<file path="config.mk">
export PLATFORM = sky130hd
export DESIGN_NAME = div32_seq
export DESIGN_NICKNAME = d
export VERILOG_FILES = /design/src/rtl/div32_seq.sv
export SDC_FILE = /design/constraint.sdc
export NUM_CORES = 1
export LEC_CHECK = 0
export CAP_MARGIN = 20
export CORE_ASPECT_RATIO = 0.5
export CORE_UTILIZATION = 50
export CTS_CLUSTER_SIZE = 24
export DETAILED_ROUTE_END_ITERATION = 10
export PLACE_DENSITY = 0.83
export SYNTH_ARGS = -nofsm -noshare
export SYNTH_HDL_FRONTEND = slang
export SYNTH_SLANG_ARGS = --single-unit
</file>
<file path="constraint.sdc">
create_clock -name clk -period 8.6 [get_ports clk]
set_input_delay 1.72 -clock clk [delete_from_list [all_inputs] [get_ports clk]]
set_output_delay 1.72 -clock clk [all_outputs]
set_load 0.05 [all_outputs]
</file>
<file path="src/rtl/div32_seq.sv">
// Sequential restoring divider: one quotient bit per clock, signed or unsigned.
// start is taken only in IDLE; results appear with a one-cycle done pulse and then hold.
module div32_seq #(
    parameter int WIDTH = 32
) (
    input  logic             clk,
    input  logic             rst_n,
    input  logic             start,
    input  logic             is_signed,
    input  logic [WIDTH-1:0] srca,
    input  logic [WIDTH-1:0] srcb,
    output logic             busy,
    output logic             done,
    output logic [WIDTH-1:0] quotient,
    output logic [WIDTH-1:0] remainder,
    output logic             div_by_zero,
    output logic [1:0]       dbg_state
);

    localparam int CW = (WIDTH > 1) ? $clog2(WIDTH) : 1;

    typedef enum logic [1:0] {
        IDLE = 2'd0,
        CALC = 2'd1,
        DONE = 2'd2
    } state_t;

    state_t           state_q, state_d;
    logic [CW-1:0]    cnt_q;
    logic [WIDTH-1:0] quo_acc, rem_acc, dvs_q;
    logic             neg_q, neg_r, zero_pend;

    logic             accept, b_zero;
    logic [WIDTH-1:0] mag_a, mag_b, q_next, r_next;
    logic [WIDTH:0]   shifted, trial;
    logic             q_bit;

    always_comb begin
        b_zero  = (srcb == '0);
        mag_a   = (is_signed && srca[WIDTH-1]) ? -srca : srca;
        mag_b   = (is_signed && srcb[WIDTH-1]) ? -srcb : srcb;
        accept  = (state_q == IDLE) && !zero_pend && start;
        // Partial remainder stays below the divisor, so WIDTH+1 bits hold the trial exactly.
        shifted = {rem_acc, quo_acc[WIDTH-1]};
        trial   = shifted - {1'b0, dvs_q};
        q_bit   = ~trial[WIDTH];
        r_next  = q_bit ? trial[WIDTH-1:0] : shifted[WIDTH-1:0];
        q_next  = {quo_acc[WIDTH-2:0], q_bit};
    end

    always_comb begin
        state_d = state_q;
        case (state_q)
            IDLE: begin
                if (zero_pend)
                    state_d = DONE;
                else if (accept && !b_zero)
                    state_d = CALC;
            end
            CALC: begin
                if (cnt_q == '0)
                    state_d = DONE;
            end
            DONE:    state_d = IDLE;
            default: state_d = IDLE;
        endcase
    end

    always_ff @(posedge clk or negedge rst_n) begin
        if (!rst_n)
            state_q <= IDLE;
        else
            state_q <= state_d;
    end

    always_ff @(posedge clk or negedge rst_n) begin
        if (!rst_n) begin
            cnt_q       <= '0;
            quo_acc     <= '0;
            rem_acc     <= '0;
            dvs_q       <= '0;
            neg_q       <= 1'b0;
            neg_r       <= 1'b0;
            zero_pend   <= 1'b0;
            quotient    <= '0;
            remainder   <= '0;
            div_by_zero <= 1'b0;
        end else if (accept) begin
            neg_q     <= is_signed & (srca[WIDTH-1] ^ srcb[WIDTH-1]);
            neg_r     <= is_signed & srca[WIDTH-1];
            dvs_q     <= mag_b;
            rem_acc   <= '0;
            // A zero divisor keeps the raw dividend, which becomes the remainder.
            quo_acc   <= b_zero ? srca : mag_a;
            zero_pend <= b_zero;
            cnt_q     <= CW'(WIDTH - 1);
        end else if (zero_pend) begin
            zero_pend   <= 1'b0;
            quotient    <= '1;
            remainder   <= quo_acc;
            div_by_zero <= 1'b1;
        end else if (state_q == CALC) begin
            quo_acc <= q_next;
            rem_acc <= r_next;
            if (cnt_q != '0) begin
                cnt_q <= cnt_q - CW'(1);
            end else begin
                quotient    <= neg_q ? -q_next : q_next;
                remainder   <= neg_r ? -r_next : r_next;
                div_by_zero <= 1'b0;
            end
        end
    end

    assign busy      = (state_q == CALC);
    assign done      = (state_q == DONE);
    assign dbg_state = state_q;

endmodule

</file>
Word level (Yosys, flattened, before mapping)
Cells that the tools add are included.
{ "totals": {"ff_bits": 171, "latchBits": 0, "mem_bits_rw": 0, "rom_bits": 0, "output_inout_bits": 69, "word_cells": 76, "memories": 0} }
{ "op_classes": {"n_addsub": 6, "multipliers": 0, "n_div": 0, "n_lt_le_gt_ge": 0, "n_eq_ne": 6, "shifts": 0, "n_mux": 30, "n_bitwise": 5, "reduce_logical": 18} }
{ "ops": {"columns": ["op", "n"], "rows": [
  ["$mux W32", 18],
  ["$neg A32 Y32", 4],
  ["$sub A33 B32 Y33", 1],
  ["$logic_not A32 Y1", 1],
  ["$mux W5", 4],
  ["$mux W2", 3],
  ["$reduce_and A3 Y1", 2],
  ["$reduce_bool A2 Y1", 3],
  ["$logic_and A1 B1 Y1", 5],
  ["$logic_not A5 Y1", 1],
  ["$reduce_bool A5 Y1", 1],
  ["$sub A5 B1 Y5 const B", 1],
  ["$mux W1", 4],
  ["$ne A2 B1 Y1 const B", 2],
  ["$pmux W2 S2", 1],
  ["$reduce_and A2 Y1", 2],
  ["$ne A3 B2 Y1 const B", 1],
  ["$and A1 B1 Y1", 2],
  ["$eq A2 B1 Y1 const B", 1],
  ["$eq A2 B2 Y1 const B", 1],
  ["$logic_not A1 Y1", 2],
  ["$logic_not A2 Y1", 1],
  ["$ne A2 B2 Y1 const B", 1],
  ["$not A1 Y1", 2],
  ["$xor A1 B1 Y1", 1]
]} }

Longest topological paths before layout
{ "logic_depth": {"ltp_word": 7, "ltp_mapped": 23} }

Worst setup path after synthesis
OpenSTA, ideal clock, no wires.
{ "synth_path": {"kind": "reg-to-reg", "startpoint": "reg quo_acc[31]", "endpoint": "reg quotient[30]", "t_arrival_ps": 5211, "required_ps": 8463, "setup_slack_ps": 3252, "stages_incl_launch_ff": 24, "n_path_buf": 3, "path_cell_list": "dfrtp_1 inv_1 ha_1 fa_1 and2b_4 o221a_1 o211a_1 o2111ai_2 a21boi_2 nor2_8 inv_2 clkbuf_1 clkbuf_1 clkbuf_1 ha_1 nand2b_1 or4_4 or4_4 nor2_1 nand2_1 o41ai_4 nand2_1 xnor2_1 a21oi_1"} }
{ "synth_via": {"elab_chain_len": 7} }
{ "synth_rtl": {"columns": ["item", "line", "source"], "rows": [
  ["from (decl)", "30", "logic [WIDTH-1:0] quo_acc, rem_acc, dvs_q;"],
  ["from (signal assigned)", "94", "quo_acc <= b_zero ? srca : mag_a;"],
  ["from (signal assigned)", "103", "quo_acc <= q_next;"],
  ["$sub A33 B32 Y33", "45", "trial = shifted - {1'b0, dvs_q};"],
  ["$not A1 Y1", "46", "q_bit = ~trial[WIDTH];"],
  ["$neg A32 Y32", "108", "quotient <= neg_q ? -q_next : q_next;"],
  ["$mux W32", "108", null],
  ["$mux W32", "105", "if (cnt_q != '0) begin"],
  ["$mux W32", "102", "end else if (state_q == CALC) begin"],
  ["$mux W32", "97", "end else if (zero_pend) begin"],
  ["to (signal assigned)", "108", null],
  ["to (decl)", "14", "output logic [WIDTH-1:0] quotient,"]
]} }
Every way passes these cells. The select of a mux whose other input is x is not followed.
A chain may end at the register's enable or synchronous reset.

Worst setup path after layout
Ends and elaborated chain as after synthesis.

==> metrics.md <==
| Metric | Value |
|---|---|
| Status | complete, no violations |
| Fmax | 0.174 GHz |
| Flop-to-flop setup slack | 2850 ps |
| TritonCTS buffer count | 17 |
| Setup-violating endpoint count in the final report | 0 |
| Clk buf depth | 2 |
| Grt ovf | 0 |
| Period utilization | 0.669 |
| WP data required | 8960 ps |
| Total GRT Usage | 0.314 |
| Layout cell share with drive strength beyond 1 | 0.0517 |
| Synth Instances | 1474 |
| Drt drc | 0 |
| Clock slew at reported path FFs | 70 ps |
| CTS Hold Bufs | 0 |
| Hold path startpoint | dvs_q[10]$_DFFE_PN0P_ |
| Vias per cell | 6.14 |
| Hold path endpoint | dvs_q[10]$_DFFE_PN0P_ |
| Starting Density | 0.516 |
| Top post-synthesis cells by area | dfrtp_1 36%, nand2_1 7.7%, xnor2_1 5.8%, xor2_1 5.6%, o21ai_0 5.4% |
| Die height | 111 um |
| Synthesized cell area | 11900 um^2 |
| Area grow syn2layout | 18.3% |
| Die Wd | 221 um |
| RSZ-0062 raised after global routing | no |
| Gpl congestion | 0.953 |
| Min cycle time layout | 5750 ps |
| Detail Route Antenna Nets | 0 |
| Worst setup EP type | register |
| Asr flop ratio synth | 1.00 |
| Post-CTS Setup Bufs | 0 |
| Syn_nets | 1581 |
| Dpl cells | 1839 |
| Yosys warns | 0 |
| Core area | 23100 um^2 |
| H-Tree Depth | 4 |
| Vias | 11500 |
| Worst-Margin Slew | 1000 ps |
| Number of diodes | 0 |
| EDFF count, synth | 0 |
| Unique masters post-synth | 81 |
| Clock Latency Late Sink | 450 ps |
| Worst setup SP type | register |
| MaxCap Viol Count | 0 |
| Sequential area share after synthesis | 0.358 |
| Min-Delay Path Class | register to register |
| Reg2Reg Depth | 20 |
| Fin cells | 1873 |
| Post-synth top area cell | dfrtp_1 |
| Die area | 24500 um^2 |
| Main synth FF type | dfrtp_1 |
| Synth top area share | 0.358 |
| Final net count | 1660 |
| RR Endpoint | quotient[30]$_DFFE_PN0P_ |
| Initial DRC count | 1280 |
| CP arrival | 6110 ps |
| Site row count | 39 |
| Commonest cells after routing, fill and taps aside | 245 x nand2_1, 170 x dfrtp_1, 135 x clkdlybuf4s50_1, 134 x nor2_1, 128 x o21ai_0 |
| Util after Layout | 0.611 |
| Filler Cell Count | 1972 |
| Max Fanout on Critical Path | 44 |
| Cts repair resizes | 0 |
| Synth Register Bits | 171 |
| CTS Sinks | 171 |
| Crit path from | quo_acc[31]$_DFFE_PN0P_ |
| Fin. Hold Viols | 0 |
| Hpwl dp | 27.2 mm |
| IO Port Bufs | 136 |
| Worst r2r src | quo_acc[31]$_DFFE_PN0P_ |
| Crit path kind | register to register |
| Vias in the first global route | 10900 |
| First-pass GRT wire length | 59.7 mm |
| Mapped Avg Cell Area | 8.10 um^2 |
| Post-route clock skew | 12.8 ps |
| Root buffer cell | clkbuf_16 |
| Final Max Tran Viols | 0 |
| I/O pins | 137 |
| TritonCTS clock tree | built |
| Hold Crit Depth | 2 |
| Most common cell after layout, fill and taps aside | nand2_1 |
| Final setup TNS | 0 ps |
| Max-slew headroom | 0.333 |
| 1st-pass router iterations | 6 |
| Wire per inst | 19.9 um |
| Largest net degree at the start of global routing | 128 |
| Multi-input gate area | 7120 um^2 |
| Reg area | 4280 um^2 |
| WL final | 37.3 mm |
| Initial antenna violation count | 0 |
[synthesized netlist by cell type, types with 3 or more instances]
library cell,n
a21oi_1,117
ha_1,38
o22ai_1,4
o221ai_1,18
a21o_1,6
nor2b_1,7
o211ai_1,3
nand2b_1,14
o31ai_2,4
a21boi_0,3
and2_1,6
clkbuf_1,71
nand3b_1,4
nand3_1,8
a211oi_1,11
o21ai_0,128
a22o_1,3
a31oi_1,35
xnor2_1,79
nor4_1,13
nor3_1,26
o21ai_1,7
or4_4,5
buf_1,8
or3_1,9
nand4_1,13
xor2_1,77
o31ai_1,29
nor3b_1,3
dfrtp_1,171
or4_1,9
buf_2,6
o21a_1,12
o21bai_1,4
o41ai_1,10
o2bb2ai_1,3
nand2_1,245
inv_1,53
o41ai_2,3
mux2i_1,23
nor2_1,137
[stage by stage]
stage          setup WS (ps)  instance area, um^2  hold WS (ps)
3_3_place_gp            2880                13400           472
4_1_cts                 2900                14100           486
3_5_place_dp            2710                13400           471
5_1_grt                 2520                14100           505
2_1_floorplan           3250                11900           450
6_report                2850                14100           481
[state kept, by name (all words and copies together) (netlist names)]
signal,flops
neg_q,1
dbg_state,2
quo_acc,32
remainder,32
zero_pend,1
rem_acc,32
cnt_q,5
div_by_zero,1
neg_r,1
quotient,32
dvs_q,32
[per-layer routing]
layer / share of wire / global-route usage
met2: 0.46 / 0.479
met1: 0.44 / 0.443
met3: 0.072 / 0.0549
met5: 0 / 0
met4: 0.031 / 0.116
[cells by family after synthesis]
group | share of synthesized area
AND/OR/NAND/NOR | 0.198
flip-flops | 0.358
multiplexers | 0.0225
AO/OA/AOI/OAI | 0.218
buffers and inverters | 0.0472
adder cells (fa/ha/maj) | 0.0415
XOR/XNOR | 0.114
[worst max-delay path, cell delays in order, from the launching register on]
cell and delay [ps]:
dfrtp_1 460, inv_1 70, ha_1 230, fa_1 450, and2b_4 300, o221a_1 210, o211a_1 220, o2111ai_2 160
a21boi_2 360, nor2_8 210, inv_2 640, ha_1 310, nand2b_1 140, or4_4 450, or4_4 440, nor2_1 110
nand2_1 110, o41ai_4 270, nand2_1 110, xnor2_1 150, a21oi_1 210
[area by class of cell]
class                           count  area share
Multi-Input combinational cell   1159       0.504
Sequential cell                   171       0.303
Timing Repair Buffer              149       0.105
Clock buffer                       19      0.0314
Tap cell                          307      0.0272
Inverter                           55      0.0146
Clock inverter                     13      0.0144
[worst max path at each step]
stage | to | slack (ps) | cells past startpoint
floorplan | quotient[30]$_DFFE_PN0P_ | 3250 | 23
global placement | quo_acc[20]$_DFFE_PN0P_ | 2880 | 14
detailed placement | quo_acc[29]$_DFFE_PN0P_ | 2710 | 14
CTS | quotient[30]$_DFFE_PN0P_ | 2900 | 20
global route | quotient[30]$_DFFE_PN0P_ | 2520 | 20
finish | quotient[30]$_DFFE_PN0P_ | 2850 | 20
Power is left out: the tool's default activity adds up to more than one toggle a clock period on the data nets, which glitch-free logic cannot reach.
